$ cat src/rtl/qdiv_seq.sv
// Sequential restoring divider for signed-magnitude Q-format operands.
// Produces one quotient bit per clock, with a start/done handshake and saturating result formation.
module qdiv_seq #(
   parameter int Q = 16,
   parameter int N = 32
) (
   input  logic         i_clk,
   input  logic         i_rst_n,
   input  logic         i_start,
   input  logic [N-1:0] i_dividend,
   input  logic [N-1:0] i_divisor,
   output logic         o_busy,
   output logic         o_done,
   output logic [N-1:0] o_quotient,
   output logic         o_ovr,
   output logic         o_div_zero
);

   localparam int M  = N - 1;
   localparam int W  = N - 1 + Q;
   localparam int CW = $clog2(W + 1);

   typedef enum logic [1:0] {IDLE, RUN, DONE} state_t;

   state_t        state;
   logic [CW-1:0] cnt;
   logic [W-1:0]  wrk;
   logic [M-1:0]  rem;
   logic [M-1:0]  dvs;
   logic          sgn;
   logic          dz;

   logic          load;
   logic [M:0]    trial;
   logic [M:0]    diff;
   logic          ge;
   logic [M-1:0]  rem_nxt;

   // wrk starts as the shifted dividend; quotient bits fill it from the LSB as dividend bits leave the MSB
   assign load    = i_start && (state == IDLE || state == DONE);
   assign trial   = {rem, wrk[W-1]};
   assign diff    = trial - {1'b0, dvs};
   assign ge      = (trial >= {1'b0, dvs});
   assign rem_nxt = ge ? diff[M-1:0] : trial[M-1:0];

   // Returns {ovr, div_zero, quotient}
   function automatic logic [N+1:0] form_result(input logic [W-1:0] q,
                                                input logic         s,
                                                input logic         z);
      logic [M-1:0] mag;
      logic         ovr;
      logic         sign;
      ovr = 1'b0;
      if (z) begin
         mag = '1;
      end else if (|q[W-1:M]) begin
         mag = '1;
         ovr = 1'b1;
      end else begin
         mag = q[M-1:0];
      end
      sign = (mag == '0) ? 1'b0 : s;
      return {ovr, z, sign, mag};
   endfunction

   always_ff @(posedge i_clk) begin
      if (load) begin
         wrk <= {i_dividend[M-1:0], {Q{1'b0}}};
         rem <= '0;
         dvs <= i_divisor[M-1:0];
         sgn <= i_dividend[N-1] ^ i_divisor[N-1];
         dz  <= ~|i_divisor[M-1:0];
      end else if (state == RUN && cnt != '0) begin
         wrk <= {wrk[W-2:0], ge};
         rem <= rem_nxt;
      end
   end

   always_ff @(posedge i_clk) begin
      if (!i_rst_n) begin
         state      <= IDLE;
         cnt        <= '0;
         o_busy     <= 1'b0;
         o_done     <= 1'b0;
         o_quotient <= '0;
         o_ovr      <= 1'b0;
         o_div_zero <= 1'b0;
      end else begin
         o_done <= 1'b0;
         case (state)
            IDLE, DONE: begin
               if (i_start) begin
                  state  <= RUN;
                  cnt    <= CW'(W);
                  o_busy <= 1'b1;
               end else begin
                  state  <= IDLE;
                  o_busy <= 1'b0;
               end
            end
            RUN: begin
               // W restoring steps, then one cycle to saturate and sign the result
               if (cnt != '0) begin
                  cnt <= cnt - 1'b1;
               end else begin
                  state  <= DONE;
                  o_busy <= 1'b0;
                  o_done <= 1'b1;
                  {o_ovr, o_div_zero, o_quotient} <= form_result(wrk, sgn, dz);
               end
            end
            default: begin
               state  <= IDLE;
               o_busy <= 1'b0;
            end
         endcase
      end
   end

endmodule

$ cat config.mk
export PLATFORM = sky130hd
export DESIGN_NAME = qdiv_seq
export DESIGN_NICKNAME = d
export VERILOG_FILES = /design/src/rtl/qdiv_seq.sv
export SDC_FILE = /design/constraint.sdc
export NUM_CORES = 1
export LEC_CHECK = 0
export ABC_AREA = 0
export BUFFER_PORTS_ARGS = -buffer_cell sky130_fd_sc_hd__buf_4
export CELL_PAD_IN_SITES_DETAIL_PLACEMENT = 0
export CELL_PAD_IN_SITES_GLOBAL_PLACEMENT = 1
export CORE_UTILIZATION = 40
export DETAILED_ROUTE_END_ITERATION = 6
export GPL_ROUTABILITY_DRIVEN = 0
export MAX_ROUTING_LAYER = met4
export PLACE_DENSITY_LB_ADDON = 0.1
export SLEW_MARGIN = 20
export SYNTH_ARGS = -nofsm -noshare
export SYNTH_HDL_FRONTEND = slang
export SYNTH_SLANG_ARGS = --single-unit
$ cat constraint.sdc
create_clock -name i_clk -period 7.53 [get_ports i_clk]
set_input_delay 2.259 -clock i_clk [delete_from_list [all_inputs] [get_ports i_clk]]
set_output_delay 2.259 -clock i_clk [all_outputs]
set_load 0.05 [all_outputs]
==> results by group, run 1 <==
Yosys
  • EDFF count, synth: 64
  • Sequential element share of the synthesized area: 0.491
  • Mapped Cells: about 800
  • XOR/XNOR Fraction of Synth Area: 0.0335
  • Post-Syn Nets: about 900
  • Largest family of logic cells by synthesized area: compound AO/OA/AOI/OAI gates
  • Async S/R FF share, synth: 0
  • Unique masters post-synth: 62
  • Simple-gate share of the synthesized area: 0.163
  • Synth Area in Compound Gates: 0.203
  • Synth Area in Adders: 0.0554
  • Syn_area_per_cell: 9.45 sq um
  • Primary FF master, synth: dfxtp_1
  • Mux cell area share after synthesis: 0.00528
  • Synth Warn #: 0
  • Mapped cell area: ~7600 sq um
  • Number of synthesized register bits: around 150

Min path
  • Hold worst-path end: wrk[1]$_SDFFE_PP0P_
  • HP Class: register to register
  • WHS Path Cells: 2
  • Hold Crit Start: wrk[0]$_SDFFE_PP0P_

Layout
  • Share of cells above drive strength 1: 0.171
  • Reg area: ~3700 sq um
  • Final Non-Filler Cells: 1,128
  • Fill cells: around 1,800
  • Design area: a little over 9000 sq um
  • P&R area growth vs syn: 19.6%
  • Antenna Cells: 0
  • Final #Nets: between 900 and 1,000
  • Multi-input gate area: about 3500 sq um

STA
  • Worst-Margin Slew: 1020 ps
  • Final TNS setup: 0 ps
  • Max-slew violations: 0
  • Fmax: 275 MHz
  • Final setup vio count: 0
  • Clk_skew: between 15 and 20 ps
  • Crit path time final: 3630 ps
  • Final Cycle Share: 0.482
  • Slew headroom: 0.319
  • RSZ-0062 raised after global routing: no
  • Final-report hold violation count: 0

Worst setup path
  • Crit path cell chain: buf_4 -> nand2b_1 -> inv_2 -> buf_4 -> a22o_1
  • Worst path slowest cell: buf_4
  • Crit path depth: 5
  • Crit path DAT: between 3000 and 4000 ps
  • WP buf/inv: 3
  • Startpoint class of the critical path: input pin
  • R2R Path End: rem[30]$_SDFFE_PP0P_
  • Reg2reg path depth: 12
  • Required time at the worst-slack endpoint: around 7800 ps
  • Crit-path leading delay family: buffers and inverters
  • Critical Path Fanout Max: 70
  • Crit path largest cell delay: roughly 670 ps
  • Crit path top cell by count: buf_4
  • RR Startpoint: wrk[46]$_DFFE_PP_
  • Flop2flop setup slack: 4140 ps
  • Critical path class: input pin to register
  • Setup crit end kind: register

Route
  • WL/cell: ~17 um
  • Residual DRC: 0
  • Wirelength, routed: around 19 mm
  • Vias post-DR: between 6,000 and 7,000
  • Avg Vias per Cell: roughly 5.5
  • ANT nets after route: 0
  • Initial DRC count: between 400 and 500
  • Pre-antenna DRT Iters: 5

Clock network
  • Gates resized, CTS repair: 0
  • Setup Fix Bufs, Post-CTS: 0
  • Clock buffer depth: 2
  • Hold-fix buffers at CTS: 0
  • CTS Sinks: around 150
  • H-tree depth: 4
  • Clk pin slew, worst setup/hold paths: roughly 70 ps
  • Num CTS Buffers: 17
  • Clock Latency Late Sink: between 400 and 500 ps
  • CTS root buf: clkbuf_16
  • CTS tree: yes

Run
  • MaxCap Viol Count: 0

Power
  • Switching share of total power: 0.358
  • Seq pwr share: 0.379
  • Clock Power Share: 0.291
  • Design Power: about 2.9 mW
  • Power share of the combinational group: 0.330
  • Psw: roughly 1.0 mW
  • Int Power: about 1.9 mW
  • VDD IR max: 177 uV
  • Pwr per Cell Area: 318 nW/um^2
  • Lkg Pwr: a little under 4 nW

GRT
  • Initial antenna violation count: 0
  • Total track usage: 0.208
  • First-pass GRT wire length: about 31 mm
  • Largest net degree at the start of global routing: 71
  • Number of global-route vias before repair: ~6,000
  • Overflow after GRT: 0

Floorplanning
  • Top Ports: ~100
  • Core area: 18,600 sq um
  • Row count: 50
  • Chip height: 140 um
  • Die ar.: ~20,000 sq um
  • Initial core utilization: 0.407
  • Die Wd: around 140 um

Outcome
  • Outcome: finished, final reports clean

Place
  • DP Area: around 8500 sq um
  • Final HPWL DP: 13.2 mm
  • Post-Place Cells: ~1,100
  • Number of buffers added on ports: 102
## cell usage in the layout (no fill, tap or decap), types with 5 or more instances in the layout
cell type / synthesis / routed
a211oi_1: 5 / 5
a21boi_0: 5 / 5
a21o_1: 14 / 14
a21oi_1: 46 / 46
a22o_1: 32 / 32
a22oi_1: 10 / 10
and3_1: 9 / 9
buf_4: 2 / 107
clkbuf_16: 0 / 18
dfxtp_1: 90 / 90
edfxtp_1: 64 / 64
ha_1: 32 / 32
inv_1: 46 / 45
nand2_1: 67 / 66
nand2b_1: 6 / 6
nand3_1: 24 / 24
nand4_1: 14 / 14
nor2_1: 66 / 64
nor2b_1: 5 / 5
nor3_1: 35 / 35
nor4_1: 19 / 19
o21a_1: 5 / 5
o21ai_0: 67 / 67
o21bai_1: 9 / 9
xnor2_1: 15 / 15
xor2_1: 14 / 14
## cells by family after synthesis
group / Yosys count
DFF: 154
and+or+nand+nor: 260
xor gates and xnor gates: 29
adders and majority gates: 33
muxes: 4
buffers and inverters: 94
AOI/OAI and AO/OA: 229
## through the flow
stage,setup WS [ps],utilization,hold slack [ps]
finish,3900,0.487,468
global route,3710,0.487,503
CTS,3870,0.487,465
detailed placement,3420,0.456,461
global placement,3530,0.455,459
floorplan,3580,-,442
## power by group through the flow
stage	Sequential [mW]	Combinational [mW]	Clock, mW
4_1_cts	1.10	0.954	0.861
5_1_grt	1.11	1.06	0.891
6_report	1.10	0.953	0.840
2_1_floorplan	1.13	0.702	0
3_5_place_dp	1.11	0.947	0
3_3_place_gp	1.11	0.933	0
## worst max path at each step
stage	start	end	slack, ps
detailed placement	i_start	wrk[28]$_DFFE_PP_	3420
floorplan	i_start	wrk[42]$_DFFE_PP_	3580
CTS	i_start	wrk[38]$_DFFE_PP_	3870
global route	i_start	wrk[37]$_DFFE_PP_	3710
global placement	i_start	dvs[11]$_DFFE_PP_	3530
finish	i_start	wrk[44]$_DFFE_PP_	3900
## routing by layer
layer,vias up,part of all wire,wire [um],track usage
met4,0,0.0080,153,0.0613
met2,135,0.46,8750,0.319
met5,-,0,0,-
met1,2916,0.48,9220,0.279
li1,3086,-,-,-
met3,12,0.052,1000,0.0389
## Yosys cell counts, types with 2 or more instances
cell type / n / area [sq um]
dfxtp_1: 90 / 1800
nand2_1: 67 / 251
o21ai_0: 67 / 335
nor2_1: 66 / 248
edfxtp_1: 64 / 1920
a21oi_1: 46 / 230
inv_1: 46 / 173
clkbuf_1: 35 / 131
nor3_1: 35 / 175
a22o_1: 32 / 280
ha_1: 32 / 400
nand3_1: 24 / 120
nor4_1: 19 / 119
xnor2_1: 15 / 131
a21o_1: 14 / 105
nand4_1: 14 / 87.6
xor2_1: 14 / 123
a22oi_1: 10 / 75.1
and3_1: 9 / 56.3
o21bai_1: 9 / 67.6
buf_2: 7 / 35.0
nand2b_1: 6 / 37.5
a211oi_1: 5 / 37.5
a21boi_0: 5 / 37.5
nor2b_1: 5 / 31.3
o21a_1: 5 / 37.5
a31oi_1: 4 / 25.0
mux2i_1: 4 / 40.0
o211ai_1: 4 / 30.0
a221o_1: 3 / 30.0
a221oi_1: 3 / 26.3
buf_1: 3 / 11.3
or3_1: 3 / 18.8
a211o_1: 2 / 17.5
a32oi_1: 2 / 17.5
and2_1: 2 / 12.5
buf_4: 2 / 15.0
nand3b_1: 2 / 15.0
nor3b_1: 2 / 15.0
o2111ai_1: 2 / 17.5
o21ai_1: 2 / 10.0
or2_2: 2 / 12.5
## worst min-delay path, stage by stage, from the launching register on
cell,delay [ps]
dfxtp_1,330
nand2_1,60
nand2_1,40
## sequential cells by signal, summed over array words and instances, names as in the netlist
name        flops
o_quotient     32
state           2
o_ovr           1
o_div_zero      1
sgn             1
dvs            31
wrk            47
o_done          1
rem            31
cnt             6
dz              1
## layout make-up
type                            instances  area share
Timing Repair Buffer                  107      0.0885
Tap cell                              234      0.0323
Inverter                               46      0.0190
Multi-Input combinational cell        555       0.386
Clock inverter                         12      0.0109
Sequential cell                       154       0.410
Clock buffer                           20      0.0527
No activity file was read; power rests on OpenSTA's default activity.
==> run 2: changes to the inputs <==
==> constraint.sdc (replaced) <==
create_clock -name i_clk -period 3.8 [get_ports i_clk]
set_input_delay 1.14 -clock i_clk [delete_from_list [all_inputs] [get_ports i_clk]]
set_output_delay 1.14 -clock i_clk [all_outputs]
set_load 0.05 [all_outputs]
==> run 2 against run 1 <==
Sequential share of layout area fell by 0.20 points. Via count rose by 1.6%. Total power rose by 100%. Sequential cell count did not move. Clock power rose by 100%.
==> results by group, run 2 (same netlist as run 1, synthesis figures left out) <==
Outcome
  • Outcome: finished, final reports clean

Worst setup path
  • Setup crit end: rem[30]$_SDFFE_PP0P_
  • Setup crit end kind: register
  • Required time at the worst-slack endpoint: about 4200 ps
  • Startpoint class of the critical path: register
  • Critical Path Fanout Max: 14
  • Crit path DAT: 3370 ps
  • Crit. Startpoint: wrk[46]$_DFFE_PP_
  • R2R Path End: rem[30]$_SDFFE_PP0P_
  • Reg2reg path depth: 11
  • Critical path class: register to register
  • Flop2flop setup slack: 790 ps
  • RR Startpoint: wrk[46]$_DFFE_PP_

Route
  • Avg Vias per Cell: 5.51
  • Metal3 WL: ~750 um
  • Initial DRC count: approximately 420
  • Routed wl met2: roughly 9 mm
  • Vias post-DR: around 6,200
  • M1 WL: 9.64 mm
  • Residual DRC: 0
  • ANT nets after route: 0
  • Top sig layer: met4
  • Wirelength, routed: just under 20 mm
  • Pre-antenna DRT Iters: 5
  • WL/cell: around 17 um

Floorplanning
  • Row count: 50
  • Die ar.: around 20,000 sq um
  • Core area: 18,600 sq um
  • Top Ports: between 100 and 150
  • Die Wd: between 100 and 150 um
  • Initial core utilization: 0.407
  • Chip height: 140 um

Place
  • Final HPWL DP: 13.8 mm
  • Post-Place Cells: about 1,100
  • Pre-CTS WS: slightly above 800 ps
  • Number of buffers added on ports: 102

STA
  • Crit path time final: between 3000 and 4000 ps
  • Worst Slack Setup Final: between 700 and 800 ps
  • Final setup vio count: 0
  • Final-report hold violation count: 0
  • Max-slew violations: 0
  • RSZ-0062 raised after global routing: no
  • Final Cycle Share: 0.791
  • Fmax: between 300 and 400 MHz
  • Clk_skew: between 10 and 15 ps
  • Worst-Margin Slew: 907 ps
  • Slew headroom: 0.395
  • Final TNS setup: 0 ps
  • WHS: roughly 470 ps

Layout
  • Share of cells above drive strength 1: 0.175
  • Biggest register: wrk
  • Largest registers: wrk: 47 flops, o_quotient: 32 flops
  • Multi-input gate area: between 3000 and 4000 sq um
  • Final #Nets: roughly 1,000
  • Max FFs per register: 47
  • Reg area: ~3700 sq um
  • Commonest non-fill, non-tap cells in the layout: buf_4 (112), dfxtp_1 (90), nand2_1 (67), o21ai_0 (67)
  • Antenna Cells: 0
  • Fill cells: about 1,800
  • Leading cell type in the layout, fill and taps excluded: buf_4
  • Final Non-Filler Cells: approximately 1,100
  • P&R area growth vs syn: 20.2%

Min path
  • HP Class: register to register

Clock network
  • Clk pin slew, worst setup/hold paths: ~70 ps
  • Clock buffer depth: 2
  • Gates resized, CTS repair: 0
  • Setup Fix Bufs, Post-CTS: 0
  • CTS tree: yes
  • Hold-fix buffers at CTS: 0
  • H-tree depth: 4
  • Clock Latency Late Sink: 430 ps
  • CTS root buf: clkbuf_16
  • CTS Sinks: 154
  • Num CTS Buffers: 17

GRT
  • Overflow after GRT: 0
  • Initial antenna violation count: 0
  • Total track usage: 0.211
  • Number of global-route vias before repair: between 6,000 and 7,000
  • Largest net degree at the start of global routing: 71
  • First-pass GRT wire length: roughly 32 mm

Power
  • Pwr per Cell Area: 635 nW/um^2
  • Design Power: a little under 6 mW
  • VDD IR max: 318 uV
  • Lkg Pwr: just under 4 nW

Run
  • MaxCap Viol Count: 0
run 2: cell types whose count changed in the layout (fill, tap and decap cells not counted), sizes merged:
cell,delta
inv,+2
clkinvlp,-1
buf,+5
clkbuf,-1
run 2: critical path, cell delays in order (launching register included):
cell and delay (ps):
edfxtp_1 350, inv_1 70, ha_1 230, fa_1 390, nor2b_1 200, o31a_1 260
o211ai_2 120, a31oi_1 280, a211oi_4 80, nand2b_1 410, or3_1 470, nand3_1 80
run 2: metrics by stage:
stage,instance area [sq um],util
final,9120,0.489
after global routing,9120,0.489
after CTS,9120,0.489
after detailed placement,8530,0.457
after global placement,8530,0.457
after floorplan,7590,-
run 2: where the power goes:
part           switching (mW)  leakage [nW]  internal, mW
registers               0.183          1.36          1.99
clock network           0.769         0.294         0.944
logic                    1.15          2.27         0.760
total                    2.10          3.93          3.69
run 2: how the worst min path moves through the flow:
stage / from / endpoint / depth (start not counted)
CTS: wrk[9]$_SDFFE_PP0P_ / wrk[10]$_SDFFE_PP0P_ / 2
global placement: wrk[0]$_SDFFE_PP0P_ / wrk[1]$_SDFFE_PP0P_ / 2
floorplan: wrk[0]$_SDFFE_PP0P_ / wrk[1]$_SDFFE_PP0P_ / 2
detailed placement: wrk[9]$_SDFFE_PP0P_ / wrk[10]$_SDFFE_PP0P_ / 2
finish: wrk[9]$_SDFFE_PP0P_ / wrk[10]$_SDFFE_PP0P_ / 2
global route: wrk[0]$_SDFFE_PP0P_ / wrk[1]$_SDFFE_PP0P_ / 2
run 2: area by class of cell:
type / count / area share
timing repair buffer: 112 / 0.0922
inverter: 46 / 0.0189
clock inverter: 13 / 0.0128
sequential: 154 / 0.408
clock buffer: 19 / 0.0521
tap: 234 / 0.0321
multi-input combinational: 555 / 0.384
run 2: routing by layer:
metal,global-route usage,up-vias
met5,-,-
met3,0.0379,14
met4,0.0584,0
met1,0.274,2969
met2,0.337,161
li1,-,3101
==> run 3: changes to the inputs <==
==> constraint.sdc (replaced) <==
create_clock -name i_clk -period 2.8 [get_ports i_clk]
set_input_delay 0.84 -clock i_clk [delete_from_list [all_inputs] [get_ports i_clk]]
set_output_delay 0.84 -clock i_clk [all_outputs]
set_load 0.05 [all_outputs]
==> run 3 against run 2 <==
Global-route usage increased by 0.41 points. Worst hold slack improved by 2.2 ps. Die area unchanged. Clock power rose by 35%. Worst setup slack lost 730 ps. Sequential share of layout area decreased by 1.4 points. Total power is 41% higher. Register-to-register slack lost 730 ps. Routed wire length decreased by 0.50%.
==> results by group, run 3 (same netlist as run 1, synthesis figures left out) <==
Worst setup path
  • Flop2flop setup slack: between 60 and 70 ps
  • Critical path class: register to register
  • Crit. Startpoint: wrk[46]$_DFFE_PP_
  • R2R Path End: rem[18]$_SDFFE_PP0P_
  • Critical Path Fanout Max: 7
  • Setup crit end: rem[18]$_SDFFE_PP0P_
  • Reg2reg path depth: 11
  • RR Startpoint: wrk[46]$_DFFE_PP_
  • Crit path DAT: around 3000 ps
  • Startpoint class of the critical path: register
  • Required time at the worst-slack endpoint: approximately 3100 ps
  • Setup crit end kind: register

GRT
  • Number of global-route vias before repair: 6,297
  • Initial antenna violation count: 0
  • Overflow after GRT: 0
  • First-pass GRT wire length: roughly 32 mm
  • Total track usage: 0.215
  • Largest net degree at the start of global routing: between 70 and 80

Power
  • VDD IR max: 386 uV
  • Design Power: roughly 8 mW
  • Lkg Pwr: slightly above 4 nW
  • Pwr per Cell Area: between 800 and 900 nW/um^2

Outcome
  • Outcome: finished, final reports clean

Clock network
  • CTS Sinks: 154
  • H-tree depth: 4
  • Num CTS Buffers: 17
  • CTS tree: yes
  • Clock Latency Late Sink: between 400 and 500 ps
  • CTS root buf: clkbuf_16
  • Clk pin slew, worst setup/hold paths: 70 ps
  • Clock buffer depth: 2

STA
  • Final setup vio count: 0
  • Worst-Margin Slew: around 630 ps
  • Worst Slack Setup Final: approximately 66 ps
  • Fmax: about 370 MHz
  • Final-report hold violation count: 0
  • Clk_skew: 13.3 ps
  • Crit path time final: between 2000 and 3000 ps
  • Max-slew violations: 0
  • RSZ-0062 raised after global routing: yes
  • Final Cycle Share: 0.977
  • Slew headroom: 0.577

Layout
  • Antenna Cells: 0
  • Leading cell type in the layout, fill and taps excluded: buf_4
  • Biggest register: wrk
  • Largest registers: wrk: 47 flops, o_quotient: 32 flops
  • P&R area growth vs syn: 24.5%
  • Final #Nets: ~1,000
  • Max FFs per register: 47
  • Fill cells: about 1,800
  • Share of cells above drive strength 1: 0.221
  • Commonest non-fill, non-tap cells in the layout: buf_4 (132), dfxtp_1 (90), nand2_1 (67), o21ai_0 (65)

Route
  • Avg Vias per Cell: 5.42
  • Residual DRC: 0
  • Initial DRC count: about 370
  • WL/cell: ~17 um
  • Vias post-DR: 6,276
  • ANT nets after route: 0
  • Pre-antenna DRT Iters: 5
  • Wirelength, routed: between 15 and 20 mm

Floorplanning
  • Top Ports: 103
  • Initial core utilization: 0.407
  • Row count: 50
  • Chip height: around 140 um
  • Die ar.: between 15,000 and 20,000 sq um
  • Core area: 18,600 sq um
  • Die Wd: between 100 and 150 um

Run
  • MaxCap Viol Count: 0

Place
  • Final HPWL DP: approximately 14 mm
  • Number of buffers added on ports: 102
  • Pre-CTS WS: roughly 37 ps

Min path
  • HP Class: register to register
[run 3: area by class of cell]
type	count	area, sq um	share of cell area
inverter	46	173	0.0183
clock inverter	13	120	0.0127
timing repair buffer	137	1060	0.112
sequential	154	3720	0.394
multi-input combinational	556	3610	0.382
clock buffer	19	464	0.0492
tap	234	293	0.0310
[run 3: worst min path at each step]
stage | from | to | depth (start not counted)
3_5_place_dp | o_ovr$_SDFFE_PN0P_ | o_ovr$_SDFFE_PN0P_ | 2
5_1_grt | o_ovr$_SDFFE_PN0P_ | o_ovr$_SDFFE_PN0P_ | 2
4_1_cts | o_ovr$_SDFFE_PN0P_ | o_ovr$_SDFFE_PN0P_ | 2
6_report | o_ovr$_SDFFE_PN0P_ | o_ovr$_SDFFE_PN0P_ | 2
3_3_place_gp | wrk[0]$_SDFFE_PP0P_ | wrk[1]$_SDFFE_PP0P_ | 2
2_1_floorplan | wrk[0]$_SDFFE_PP0P_ | wrk[1]$_SDFFE_PP0P_ | 2
[run 3: timing repair]
action,in CTS,in global routing
setup buffers,0,4
hold buffers,0,0
endpoints found under the setup margin,0,31
gates resized for setup,0,32
[run 3: critical path, cell delays in order (launching register included)]
cell and delay (ps):
edfxtp_1 370, inv_2 70, ha_4 170, fa_2 410, nor2b_4 140, o31a_1 270
o211ai_2 130, a31oi_2 270, a211oi_4 90, buf_4 160, and2_4 190, a221o_1 340
[run 3: per-stage QoR]
stage	cell area, sq um	TNS (ps)	cells	util	hold slack, ps
6_report	9440	0	1159	0.507	469
5_1_grt	9440	-157	1159	0.507	499
4_1_cts	9290	0	1153	0.498	473
3_5_place_dp	8700	0	1121	0.467	458
3_3_place_gp	8700	0	1121	0.467	456
2_1_floorplan	7590	0	803	-	442
[run 3: power by group]
part / total, mW / internal [mW] / switching (mW)
Clock: 2.30 / 1.25 / 1.04
Combinational: 2.92 / 1.25 / 1.67
Sequential: 2.95 / 2.70 / 0.246
[run 3: per-layer routing]
| layer | wire, um | global-route usage | vias up |
|---|---|---|---|
| met5 | 0 | - | - |
| met4 | 165 | 0.0526 | 0 |
| met2 | 9010 | 0.330 | 113 |
| met1 | 9830 | 0.291 | 3000 |
| li1 | - | - | 3148 |
| met3 | 674 | 0.0420 | 15 |
